### src/rtl/udp_checksum_check.sv
// Receive-side UDP checksum verifier; forwards the stream and flags bad or runt datagrams on tuser.
// Latency: 1 cycle, input beat to output beat, full throughput including back-to-back datagrams.
// Backpressure: axis_i_tready = !axis_o_tvalid || axis_o_tready; the output holds while stalled.
//
// Ports:
//   clk, reset            clock; asynchronous active-high reset
//   axis_i_*              16-bit big-endian stream: pseudo-header + UDP header + payload
//   axis_o_*              registered copy of the input stream
//   axis_o_tuser          on the tlast beat: bit0 = checksum bad, bit1 = runt; 0 on other beats
//   stat_ok_count         wrapping count of datagrams that passed
//   stat_bad_count        wrapping count of datagrams that were flagged
module udp_checksum_check #(
    parameter int CSUM_WORD_IDX = 9,
    parameter int COUNT_WIDTH   = 32
) (
    input  logic                   clk,
    input  logic                   reset,
    output logic                   axis_i_tready,
    input  logic                   axis_i_tvalid,
    input  logic                   axis_i_tlast,
    input  logic [1:0]             axis_i_tkeep,
    input  logic [15:0]            axis_i_tdata,
    input  logic                   axis_o_tready,
    output logic                   axis_o_tvalid,
    output logic                   axis_o_tlast,
    output logic [1:0]             axis_o_tkeep,
    output logic [15:0]            axis_o_tdata,
    output logic [1:0]             axis_o_tuser,
    output logic [COUNT_WIDTH-1:0] stat_ok_count,
    output logic [COUNT_WIDTH-1:0] stat_bad_count
);

    // Index only needs to reach CSUM_WORD_IDX+1 (saturating).
    localparam int IDX_W = $clog2(CSUM_WORD_IDX + 2);
    localparam logic [IDX_W-1:0] IDX_CSUM = IDX_W'(CSUM_WORD_IDX);
    localparam logic [IDX_W-1:0] IDX_SAT  = IDX_W'(CSUM_WORD_IDX + 1);

    typedef enum logic {
        SM_FIRST = 1'b0,
        SM_SUM   = 1'b1
    } state_t;

    state_t           r_state;
    state_t           w_state_next;
    logic [16:0]      r_acc;
    logic [IDX_W-1:0] r_idx;
    logic             r_csum_zero;

    logic             w_accept;
    logic [15:0]      w_sum_word;
    logic [16:0]      w_acc_base;
    logic [16:0]      w_acc_next;
    logic [IDX_W-1:0] w_idx_cur;
    logic             w_csum_zero;
    logic [16:0]      w_fold1;
    logic [15:0]      w_fold2;
    logic             w_runt;
    logic             w_bad;
    logic [1:0]       w_user;

    assign axis_i_tready = !axis_o_tvalid || axis_o_tready;
    assign w_accept      = axis_i_tvalid && axis_i_tready;

    // Only an exact 2'b10 on the last beat means "odd byte"; illegal keeps count as full words.
    assign w_sum_word = (axis_i_tlast && axis_i_tkeep == 2'b10) ?
                        {axis_i_tdata[15:8], 8'h00} : axis_i_tdata;

    // A new datagram starts from a zero accumulator and index, whatever the registers hold.
    assign w_acc_base = (r_state == SM_FIRST) ? 17'd0 : r_acc;
    assign w_idx_cur  = (r_state == SM_FIRST) ? '0 : r_idx;

    // End-around carry deferred by one word: the stored bit 16 is added into the next sum.
    assign w_acc_next = {1'b0, w_acc_base[15:0]} + {16'd0, w_acc_base[16]} + {1'b0, w_sum_word};

    // The checksum word may itself be the last beat, so use the live compare in that case.
    assign w_csum_zero = (w_idx_cur == IDX_CSUM) ? (axis_i_tdata == 16'h0000) : r_csum_zero;

    // Two folds: the first can yield 0x10000, the second cannot carry again.
    assign w_fold1 = {1'b0, w_acc_next[15:0]} + {16'd0, w_acc_next[16]};
    assign w_fold2 = w_fold1[15:0] + {15'd0, w_fold1[16]};

    assign w_runt = (w_idx_cur < IDX_CSUM);
    assign w_bad  = !w_csum_zero && (w_fold2 != 16'hFFFF);
    assign w_user = w_runt ? 2'b10 : {1'b0, w_bad};

    always_comb begin
        w_state_next = r_state;
        if (w_accept) begin
            w_state_next = axis_i_tlast ? SM_FIRST : SM_SUM;
        end
    end

    always_ff @(posedge clk or posedge reset) begin
        if (reset) begin
            r_state <= SM_FIRST;
        end else begin
            r_state <= w_state_next;
        end
    end

    always_ff @(posedge clk or posedge reset) begin
        if (reset) begin
            r_acc       <= 17'd0;
            r_idx       <= '0;
            r_csum_zero <= 1'b0;
        end else if (w_accept) begin
            r_acc       <= w_acc_next;
            r_csum_zero <= w_csum_zero;
            if (axis_i_tlast) begin
                r_idx <= '0;
            end else if (w_idx_cur < IDX_SAT) begin
                r_idx <= w_idx_cur + 1'b1;
            end else begin
                r_idx <= w_idx_cur;
            end
        end
    end

    always_ff @(posedge clk or posedge reset) begin
        if (reset) begin
            axis_o_tvalid <= 1'b0;
            axis_o_tlast  <= 1'b0;
            axis_o_tkeep  <= 2'b00;
            axis_o_tdata  <= 16'h0000;
            axis_o_tuser  <= 2'b00;
        end else if (w_accept) begin
            axis_o_tvalid <= 1'b1;
            axis_o_tlast  <= axis_i_tlast;
            axis_o_tkeep  <= axis_i_tkeep;
            axis_o_tdata  <= axis_i_tdata;
            axis_o_tuser  <= axis_i_tlast ? w_user : 2'b00;
        end else if (axis_o_tready) begin
            axis_o_tvalid <= 1'b0;
        end
    end

    // Counted at input acceptance so the verdict matches the tuser registered with the beat.
    always_ff @(posedge clk or posedge reset) begin
        if (reset) begin
            stat_ok_count  <= '0;
            stat_bad_count <= '0;
        end else if (w_accept && axis_i_tlast) begin
            if (w_user == 2'b00) begin
                stat_ok_count <= stat_ok_count + 1'b1;
            end else begin
                stat_bad_count <= stat_bad_count + 1'b1;
            end
        end
    end

endmodule

### config.mk
export PLATFORM = sky130hd
export DESIGN_NAME = udp_checksum_check
export DESIGN_NICKNAME = d
export VERILOG_FILES = /design/src/rtl/udp_checksum_check.sv
export SDC_FILE = /design/constraint.sdc
export NUM_CORES = 1
export LEC_CHECK = 0
export CAP_MARGIN = 20
export CELL_PAD_IN_SITES_DETAIL_PLACEMENT = 0
export CELL_PAD_IN_SITES_GLOBAL_PLACEMENT = 2
export CORE_UTILIZATION = 33
export CTS_CLUSTER_DIAMETER = 40
export DETAILED_ROUTE_END_ITERATION = 7
export PLACE_DENSITY_LB_ADDON = 0.12
export SLEW_MARGIN = 20
export SYNTH_ARGS = -nofsm -noshare
export SYNTH_HDL_FRONTEND = slang
export SYNTH_SLANG_ARGS = --single-unit
export TNS_END_PERCENT = 20
### constraint.sdc
create_clock -name clk -period 9.3 [get_ports clk]
set_input_delay 2.79 -clock clk [delete_from_list [all_inputs] [get_ports clk]]
set_output_delay 2.79 -clock clk [all_outputs]
set_load 0.1 [all_outputs]
==> results.json <==
{
  "vias_per_cell": 4.94,
  "insertion_delay_ps": 360,
  "synth-seq-cells": 109,
  "final_util_pct": 45.5,
  "critPathMaxStageDelay_ps": 510,
  "tightestPinTransition_ps": 1020,
  "synth-main-ff-cell": "dfrtp_1",
  "synthesis.area_sq_mm": 0.00648,
  "num-nets-final": 888,
  "critPathTopFamily": "simple AND/OR/NAND/NOR gates",
  "grt_overflow_total": 0,
  "synthesis.instances": 697,
  "min_to": "r_acc[3]",
  "holdPathStages": 2,
  "leakage_nw": 3.85,
  "grt_max_degree": 71,
  "clock-root-buffer": "clkbuf_16",
  "synth_area_leaders": "dfrtp_1, nand2_1, xor2_1, xnor2_1, ha_1",
  "antenna_found_initial": 0,
  "worstSetupStartpointType": "primary input",
  "holdWs_ps": 475,
  "period_minus_slack_ps": 8700,
  "fin_skew_ps": 13.4,
  "drv_slew": 0,
  "synth_cell_types": 68,
  "gp_congestion": 0.802,
  "cts_sinks": 109,
  "hpwl_microns": 12600,
  "dieArea_sq_mm": 0.0202,
  "die_y_microns": 142,
  "area_delta_synth_final_pct": 33.0,
  "route.vias.total": 5451,
  "dieWidth_microns": 142,
  "clk_pin_slew_ps": 80,
  "slowest_stage": "or4_4",
  "drc": 0,
  "setup_viol": 0,
  "worst-path-buf-inv": 3,
  "first_iter_violations": 307,
  "max-clock-path-buffers": 2,
  "start_util_pct": 34.2,
  "crit_type": "in -> reg",
  "num_rows": 50,
  "ioPinCount": 110,
  "hp-start": "r_acc[3]",
  "r2r_cells": 34,
  "dr.pass1.iters": 5,
  "vdd_drop_max_uv": 233,
  "fin_crit_sh_pct": 93.5,
  "cts_tree": "built",
  "grt_util_all_layers_pct": 18.1,
  "diodes": 0,
  "nFillCells": 1824,
  "r2r_end": "stat_ok_count[23]",
  "cap_violations": 0,
  "ctsHoldBuffers": 0,
  "reg2reg_slack_ps": 2710,
  "routedWlPerCell_microns": 15.8,
  "rsz0062_at_grt": "false",
  "register_area_sq_mm": 0.00273,
  "status": "completed",
  "cts_made_buffers": 9,
  "synth_enable_flop_cells": 0,
  "endpoint_kind": "flip-flop",
  "worstPathRequired_ps": 9580,
  "postRouteAntennaNets": 0,
  "portBuffers": 109,
  "multi_input_area_sq_mm": 0.00372,
  "total_power_mw": 1.99,
  "finalWirelength_microns": 17400,
  "hold_class": "reg -> reg",
  "crit_arrival_ps": 8980,
  "synth_nets": 746,
  "synth_top_area_share_pct": 42.1,
  "grt_pass1_wl_microns": 28900,
  "powerDensity_mw_per_mm2": 230,
  "ys_warn_count": 0,
  "synth.avg_cell_area_sq_um": 9.30,
  "postLayoutSetupSlackWorst_ps": 602,
  "coreArea_sq_mm": 0.0190,
  "relSlewSlack_pct": 31.5,
  "drive_gt1_share_pct": 13.5,
  "synthArstFlopShare_pct": 100,
  "htree_levels": 3,
  "critPathMaxFanout": 7,
  "place_ws_ps": -478,
  "r2r-start": "r_state",
  "ys_seq_area_share_pct": 42.1,
  "max_freq_mhz": 115,
  "grt_pass1_vias": 5604,
  "yosys.area.top_type": "dfrtp_1",
  "hold_violations": 0
}
==> cell families (layout without fill, tap and decap cells) <==
group                    count (synthesis)  after routing  synth area share (%)
XOR/XNOR                                81             81                  10.9
AO/OA/AOI/OAI                           91             91                  10.8
adder cells (fa/ha/maj)                 26             26                  5.25
multiplexers                             6              6                  1.00
AND/OR/NAND/NOR                        337            337                  26.9
buffers and inverters                   47            193                  3.05
flip-flops                             109            109                  42.1
==> layout by cell type, fill, tap and decap left out, types with 3 or more instances in the layout <==
master / synthesis / final
nor4_2: 5 / 5
nor3_4: 0 / 3
nor2_1: 38 / 37
mux2_2: 4 / 4
nor2b_1: 4 / 4
nor3_1: 23 / 23
or3_1: 9 / 8
ha_4: 0 / 5
nand2_1: 131 / 129
and2_1: 29 / 29
o21ai_1: 5 / 6
clkbuf_16: 0 / 9
buf_6: 0 / 3
inv_1: 25 / 24
o211ai_1: 3 / 3
nand3_1: 26 / 25
nor4_1: 9 / 8
dlymetal6s2s_1: 0 / 4
ha_1: 24 / 18
nand2b_1: 9 / 8
xor2_1: 43 / 43
nand4_1: 18 / 18
and4_1: 4 / 3
nand3b_1: 4 / 4
a21oi_2: 4 / 5
a21o_1: 7 / 7
o21ai_0: 22 / 20
buf_4: 5 / 39
dfrtp_1: 109 / 109
xnor2_1: 38 / 38
clkdlybuf4s50_1: 0 / 105
and3_1: 11 / 11
a31oi_1: 3 / 3
a21oi_1: 13 / 12
==> cells in the mapped netlist (3+ instances only) <==
cell type,instances
xor2_1,43
or3_1,9
buf_1,4
dfrtp_1,109
nor2_1,38
buf_4,5
nor4_1,9
and4_1,4
a21o_1,7
a21oi_1,13
nand2b_1,9
inv_1,25
o21ai_0,22
nor3_1,23
nand4_1,18
nand3_1,26
nor4_2,5
o211ai_1,3
nand3b_1,4
a31oi_1,3
clkbuf_1,11
nand2_1,131
nor3_2,4
xnor2_1,38
ha_1,24
o21ai_1,5
and2_1,29
a21oi_2,4
mux2_2,4
nor2b_1,4
and3_1,11
==> state kept, by name (all words and copies together), names as in the netlist <==
name and flops:
stat_ok_count 32, axis_o_tuser 2, r_csum_zero 1, axis_o_tdata 16, axis_o_tvalid 1, r_state 1, axis_o_tlast 1, r_idx 4
axis_o_tkeep 2, r_acc 17, stat_bad_count 32
==> area by class of cell <==
type	count	share of cell area [%]
clock inverters	6	0.668
repair buffers	153	17.0
well taps	260	3.77
inverters	25	1.12
clock buffers	9	2.61
multi-input cells	541	43.1
flip-flops and latches	109	31.6
==> metal layers <==
metal / vias to the layer above / GRT usage [%] / part of all wire (%)
met5: - / 0 / 0
met1: 2644 / 23.1 / 46
met2: 99 / 30.5 / 49
met3: 15 / 3.97 / 3.8
met4: 0 / 5.66 / 1.4
li1: 2693 / - / -
==> how the worst max path moves through the flow <==
| stage | from | slack (ps) | to | cells past startpoint |
|---|---|---|---|---|
| after CTS | axis_i_tkeep[0] | 30 | stat_ok_count[31] | 35 |
| after global routing | axis_i_tkeep[0] | 110 | stat_ok_count[23] | 37 |
| after detailed placement | axis_i_tkeep[0] | -480 | stat_ok_count[31] | 35 |
| after global placement | axis_i_tkeep[0] | -190 | stat_ok_count[31] | 35 |
| final | axis_i_tkeep[1] | 600 | stat_ok_count[23] | 36 |
| after floorplan | axis_i_tkeep[0] | 400 | stat_bad_count[1] | 33 |
==> per-stage QoR <==
| step | cells | area (sq um) | TNS, ps |
|---|---|---|---|
| 2_1_floorplan | 697 | 6480 | 0 |
| 3_3_place_gp | 1080 | 8080 | -6720 |
| 3_5_place_dp | 1080 | 8080 | -20790 |
| 4_1_cts | 1095 | 8370 | 0 |
| 5_1_grt | 1103 | 8620 | 0 |
| 6_report | 1103 | 8620 | 0 |
==> worst register-to-register path, delay by kind of cell, from the launching register on <==
kind / cells / cell delay (ps)
buffers and inverters: 2 / 320
and+or+nand+nor: 15 / 2510
xor gates and xnor gates: 3 / 470
muxes: 1 / 190
DFF: 1 / 480
adders and majority gates: 5 / 1370
AOI/OAI and AO/OA: 8 / 1180
==> where the power goes <==
group          switching, mW  internal [mW]  leakage (nW)  total (mW)
sequential            0.0529          0.544          1.38       0.597
clock                  0.196          0.187         0.137       0.383
combinational          0.648          0.359          2.33        1.01
==> timing repair <==
item | 4_1_cts | 5_1_grt
gates resized for setup | 1 | 38
endpoints found under the setup margin | 27 | 65
setup buffers | 0 | 8
pin swaps | 4 | 26
cloned | 0 | 0
No activity file was read; power rests on OpenSTA's default activity.
==> patch 1, RTL diff (config.mk and constraints unchanged) <==
Change the parameter `COUNT_WIDTH` from 32 to 40.
--- a/src/rtl/udp_checksum_check.sv
+++ b/src/rtl/udp_checksum_check.sv
@@ -11,7 +11,7 @@
 //   stat_bad_count        wrapping count of datagrams that were flagged
 module udp_checksum_check #(
     parameter int CSUM_WORD_IDX = 9,
-    parameter int COUNT_WIDTH   = 32
+    parameter int COUNT_WIDTH   = 40
 ) (
     input  logic                   clk,
     input  logic                   reset,
Ports: changed (resized stat_bad_count and stat_ok_count); port bits go from 110 to 126. The function was not compared with the original's and may differ.
==> patch 1 against the original RTL <==
Wire length up 14%; sequential power up 13%; register-to-register slack worse by 0.21 ns; final area up 11%; first-iteration DRC count down 18%; count of clock-buffer cells in the layout up 8; total power up 16%; sequential cell count up 16; area after synthesis up 11%; die area up 11%; core utilization down 0.42 points; setup slack worse by 0.085 ns; synthesized cell count up 11%; largest cell class unchanged.
==> patch 1: results (changes against the original RTL) <==
{
  "run_status": {"value": "complete, no violations"},
  "grt_max_degree": {"value": 69, "change": "-2.8%"},
  "worst_reg_to_reg_setup_slack": {"value": 2.50, "unit": "ns", "change": "-0.21 ns"},
  "power.sequential.fraction": {"value": 29.3, "unit": "%", "change": "-0.7 points"},
  "worst_skew_pair.late_latency": {"value": 0.42, "unit": "ns", "change": "+0.06 ns"},
  "holdCritStartpoint": {"value": "r_acc[12]"},
  "fin_nets": {"value": 956, "change": "+7.7%"},
  "number_of_instances_resized_during_post_cts_repair": {"value": 0, "change": "-1"},
  "route.vias.total": {"value": 6091, "change": "+12%"},
  "synth_top_cells_by_area": {"value": "dfrtp_1, nand2_1, xnor2_1, xor2_1, ha_1"},
  "ys_seq_area_share": {"value": 43.30, "unit": "%", "change": "+1.2 points"},
  "distinct_cells_synth": {"value": 72, "change": "+5.9%"},
  "finalHoldWorstSlack": {"value": 0.4651, "unit": "ns", "change": "-0.009704 ns"},
  "hold_path_end": {"value": "r_acc[12]"},
  "dp_hpwl": {"value": 14200, "unit": "um", "change": "+13%"},
  "grtUsageTotal": {"value": 18.54, "unit": "%", "change": "+0.39 points"},
  "final_cell_count_no_fill": {"value": 1194, "change": "+8.3%"},
  "final_gp_congestion": {"value": 0.8197, "change": "+2.2%"},
  "ir_worst_vdd": {"value": 0.1425, "unit": "mV", "change": "-39%"},
  "detailed_place.area": {"value": 8897, "unit": "um2", "change": "+10%"},
  "design_power_total": {"value": 0.002296, "unit": "W", "change": "+16%"},
  "route.final.wire_length": {"value": 19840, "unit": "um", "change": "+14%"},
  "largestRegisters": {"value": "stat_bad_count (40), stat_ok_count (40), r_acc (17)"},
  "path_max_fanout": {"value": 38, "change": "+31"},
  "endpoint": {"value": "stat_bad_count[31]"},
  "dpl_worst_slack": {"value": -0.03169, "unit": "ns", "change": "+0.4467 ns"},
  "syn-num-nets": {"value": 821, "change": "+10%"},
  "avgSynthCellArea": {"value": 9.358, "unit": "um2", "change": "+0.66%"},
  "synth_compound_gate_area_share": {"value": 12.07, "unit": "%", "change": "+1.3 points"},
  "grt_pass1_vias": {"value": 6174, "change": "+10%"},
  "multiplexer_area_fraction_after_synthesis": {"value": 0.6235, "unit": "%", "change": "-0.38 points"},
  "number_of_buffers_inserted_during_clock_tree_synthesis": {"value": 17, "change": "+8"},
  "most_instantiated_cells_after_synthesis": {"value": "nand2_1, dfrtp_1, xnor2_1, nand3_1, xor2_1"},
  "synth-adder-area-share": {"value": 4.711, "unit": "%", "change": "-0.54 points"},
  "clkTransAtPathRegs": {"value": 0.06, "unit": "ns", "change": "-0.02 ns"},
  "fin_crit_sh": {"value": 94.44, "unit": "%", "change": "+0.91 points"},
  "drt_iter0_markers": {"value": 253, "change": "-18%"},
  "drive_above_1_share": {"value": 9.358, "unit": "%", "change": "-4.2 points"},
  "delay_of_the_slowest_cell_on_the_worst_path": {"value": 0.55, "unit": "ns", "change": "+0.04 ns"},
  "leakagePower": {"value": 4.113, "unit": "nW", "change": "+6.8%"}
}
patch 1: layout make-up:
| class | instances | area (um2) |
|---|---|---|
| well taps | 275 | 344.1 |
| multi-input cells | 595 | 3924 |
| clock inverters | 14 | 207.7 |
| repair buffers | 149 | 1456 |
| fillers | 2064 | 11660 |
| flip-flops and latches | 125 | 3128 |
| inverters | 19 | 73.82 |
| clock buffers | 17 | 425.4 |
patch 1: worst max-delay path: cells and delay by family:
kind	cells	cell delay, ns
compound gates	8	1.59
xor+xnor	1	0.18
fa+ha+maj	6	1.64
buf+inv	2	0.68
simple gates	13	2.22
patch 1: routing by layer:
metal  share of wire [%]  up-vias  global-route usage, %  routed length, um
li1                    -     2997                      -                  -
met1                  51     2929                  27.18              10170
met2                  43      145                  27.20               8563
met3                 4.2       20                  3.384                827
met4                 1.4        0                  6.061                281
met5                   0        -                      0                  0
==> patch 2, RTL diff (same flow settings) <==
Made on the original files. Put one more register stage on the output `stat_ok_count`, with the module's reset. The value now appears one clock later. The other outputs are not delayed to match.
--- a/src/rtl/udp_checksum_check.sv
+++ b/src/rtl/udp_checksum_check.sv
@@ -39,6 +39,8 @@
         SM_FIRST = 1'b0,
         SM_SUM   = 1'b1
     } state_t;
+
+    logic [COUNT_WIDTH-1:0] stat_ok_count_s0;
 
     state_t           r_state;
     state_t           w_state_next;
@@ -137,16 +139,24 @@
     // Counted at input acceptance so the verdict matches the tuser registered with the beat.
     always_ff @(posedge clk or posedge reset) begin
         if (reset) begin
-            stat_ok_count  <= '0;
+            stat_ok_count_s0 <= '0;
             stat_bad_count <= '0;
         end else if (w_accept && axis_i_tlast) begin
             if (w_user == 2'b00) begin
-                stat_ok_count <= stat_ok_count + 1'b1;
+                stat_ok_count_s0 <= stat_ok_count_s0 + 1'b1;
             end else begin
                 stat_bad_count <= stat_bad_count + 1'b1;
             end
         end
     end
 
+    always_ff @(posedge clk or posedge reset) begin
+        if (reset) begin
+            stat_ok_count <= '0;
+        end else begin
+            stat_ok_count <= stat_ok_count_s0;
+        end
+    end
+
 endmodule
 
Behaviour: same outputs for any inputs over 10 cycles, from zero or initial values and one cycle with reset high; that may be too few to reach the edited logic, so the function may still have changed.
==> patch 2 against the original RTL <==
The run now ends with design-rule violations left; non-clock buffer count shrank 33; setup slack got worse by 0.070 ns; total power increased by 16%; final area grew 10%; synthesized cell count is 11% higher; sequential power up 20%; die area grew 15%; wire length grew 8.2%; sequential cell count increased by 32; area after synthesis increased by 15%; sequential share of layout area rose by 5.5 points; core utilization down 2.3 points.
==> patch 2: results (changes against the original RTL) <==
{
  "run_status": {"value": "complete, but fails checks"},
  "violations": {"value": "design-rule violations"},
  "grt.met2_usage": {"value": 27.22, "unit": "%", "change": "-3.3 points"},
  "worst_pin_slew": {"value": 1.011, "unit": "ns", "change": "-0.01348 ns"},
  "grt_max_degree": {"value": 75, "change": "+5.6%"},
  "worst_setup_path_startpoint": {"value": "axis_i_tkeep[0]"},
  "ir_worst_vdd": {"value": 0.1503, "unit": "mV", "change": "-36%"},
  "distinct_cells_synth": {"value": 82, "change": "+21%"},
  "num-fill-cells": {"value": 2109, "change": "+16%"},
  "worst_skew_pair.late_latency": {"value": 0.42, "unit": "ns", "change": "+0.06 ns"},
  "drive_above_1_share": {"value": 8.632, "unit": "%", "change": "-4.9 points"},
  "largestRegisters": {"value": "stat_bad_count (32), stat_ok_count (32), stat_ok_count_s0 (32)"},
  "worst_reg_to_reg_setup_slack": {"value": 2.55, "unit": "ns", "change": "-0.16 ns"},
  "leakagePower": {"value": 4.245, "unit": "nW", "change": "+10%"},
  "fin_nets": {"value": 928, "change": "+4.5%"},
  "grtUsageMet3": {"value": 2.702, "unit": "%", "change": "-1.3 points"},
  "sw_frac_of_total": {"value": 39.87, "unit": "%", "change": "-5.3 points"},
  "synth_top_cells_by_area": {"value": "dfrtp_1, nand2_1, xnor2_1, ha_1, xor2_1"},
  "most_instantiated_cells_after_synthesis": {"value": "nand2_1, dfrtp_1, xnor2_1, nand3_1"},
  "firstDrtPassIters": {"value": 8, "change": "+3"},
  "use_met1": {"value": 23.39, "unit": "%", "change": "+0.24 points"},
  "detailed_place.area": {"value": 8890, "unit": "um2", "change": "+10%"},
  "grt_pass1_wl": {"value": 31680, "unit": "um", "change": "+9.5%"},
  "h_tree_level_count": {"value": 4, "change": "+1"},
  "route.detailed.drc": {"value": 7, "change": "+7"},
  "worst_ep_arrival_time": {"value": 9.11, "unit": "ns", "change": "+0.13 ns"},
  "dpl_worst_slack": {"value": 0.1134, "unit": "ns", "change": "+0.5918 ns"},
  "endpoint": {"value": "stat_ok_count_s0[31]"}
}
-- patch 2: cell types whose count changed after synthesis, sizes merged, moves of 5 or more --
| cell | unedited run | this run |
|---|---|---|
| nand3 | 26 | 35 |
| nand2 | 131 | 152 |
| nor3 | 27 | 35 |
| inv | 25 | 16 |
| nor3b | 2 | 7 |
| nor2 | 38 | 27 |
| clkbuf | 11 | 20 |
| xnor2 | 38 | 43 |
| xor2 | 43 | 33 |
| dfrtp | 109 | 141 |
| or3 | 9 | 1 |
-- patch 2: per-stage QoR --
stage / instances / util [%]
CTS: 1172 / 43.13
finish: 1172 / 43.14
detailed placement: 1140 / 40.36
floorplan: 772 / -
global route: 1172 / 43.14
global placement: 1140 / 40.36
-- patch 2: worst reg2reg max path: cells and delay by family (launching register included) --
family | cells | cell delay, ns
and+or+nand+nor | 12 | 2.55
buffers and inverters | 1 | 0.19
AOI/OAI and AO/OA | 10 | 1.36
xor gates and xnor gates | 1 | 0.18
adders and majority gates | 5 | 1.51
DFF | 1 | 0.89
-- patch 2: logic make-up (layout without fill, tap and decap cells) --
kind of cell | Yosys count | after routing | share of synthesized area, %
simple gates | 376 | 376 | 25.85
compound gates | 101 | 101 | 10.12
fa+ha+maj | 26 | 26 | 4.549
xor+xnor | 76 | 76 | 8.997
buf+inv | 48 | 168 | 2.759
mux | 4 | 4 | 0.5686
flops | 141 | 141 | 47.16
-- patch 2: layer usage --
metal | part of all wire [%] | wire length, um
met4 | 1.3 | 240
met2 | 46 | 8750
met1 | 48 | 9067
met3 | 4.1 | 775
met5 | 0 | 0
-- patch 2: worst min-delay path by stage --
stage                     cells past startpoint  slack (ns)           endpoint
after floorplan                               0        0.35   stat_ok_count[7]
after global placement                        0        0.39  stat_ok_count[23]
after global routing                          0        0.42  stat_ok_count[22]
after detailed placement                      0        0.39  stat_ok_count[23]
final                                         0        0.40  stat_ok_count[23]
after CTS                                     0        0.41  stat_ok_count[23]
-- patch 2: final cells by class --
| type | instances | area [um2] | share of cell area [%] |
|---|---|---|---|
| Multi-Input combinational cell | 583 | 3751 | 39.47 |
| Sequential cell | 141 | 3528 | 37.13 |
| Timing Repair Buffer | 120 | 1199 | 12.61 |
| Clock buffer | 18 | 439.2 | 4.621 |
| Tap cell | 280 | 350.3 | 3.687 |
| Clock inverter | 14 | 170.2 | 1.791 |
| Inverter | 16 | 65.06 | 0.6847 |
-- patch 2: power groups by stage --
stage	clock network [W]	logic, W	registers [W]
floorplan	0	0.000491	0.000878
global placement	0	0.000866	0.000727
detailed placement	0	0.000869	0.000730
CTS	0.000731	0.000873	0.000719
global route	0.000754	0.000953	0.000728
finish	0.000707	0.000873	0.000718
-- patch 2: repair_timing --
| item | in CTS | in global routing |
|---|---|---|
| hold buffers | 0 | 0 |
| setup endpoints to repair | 0 | 1 |
| resized for setup | 0 | 1 |
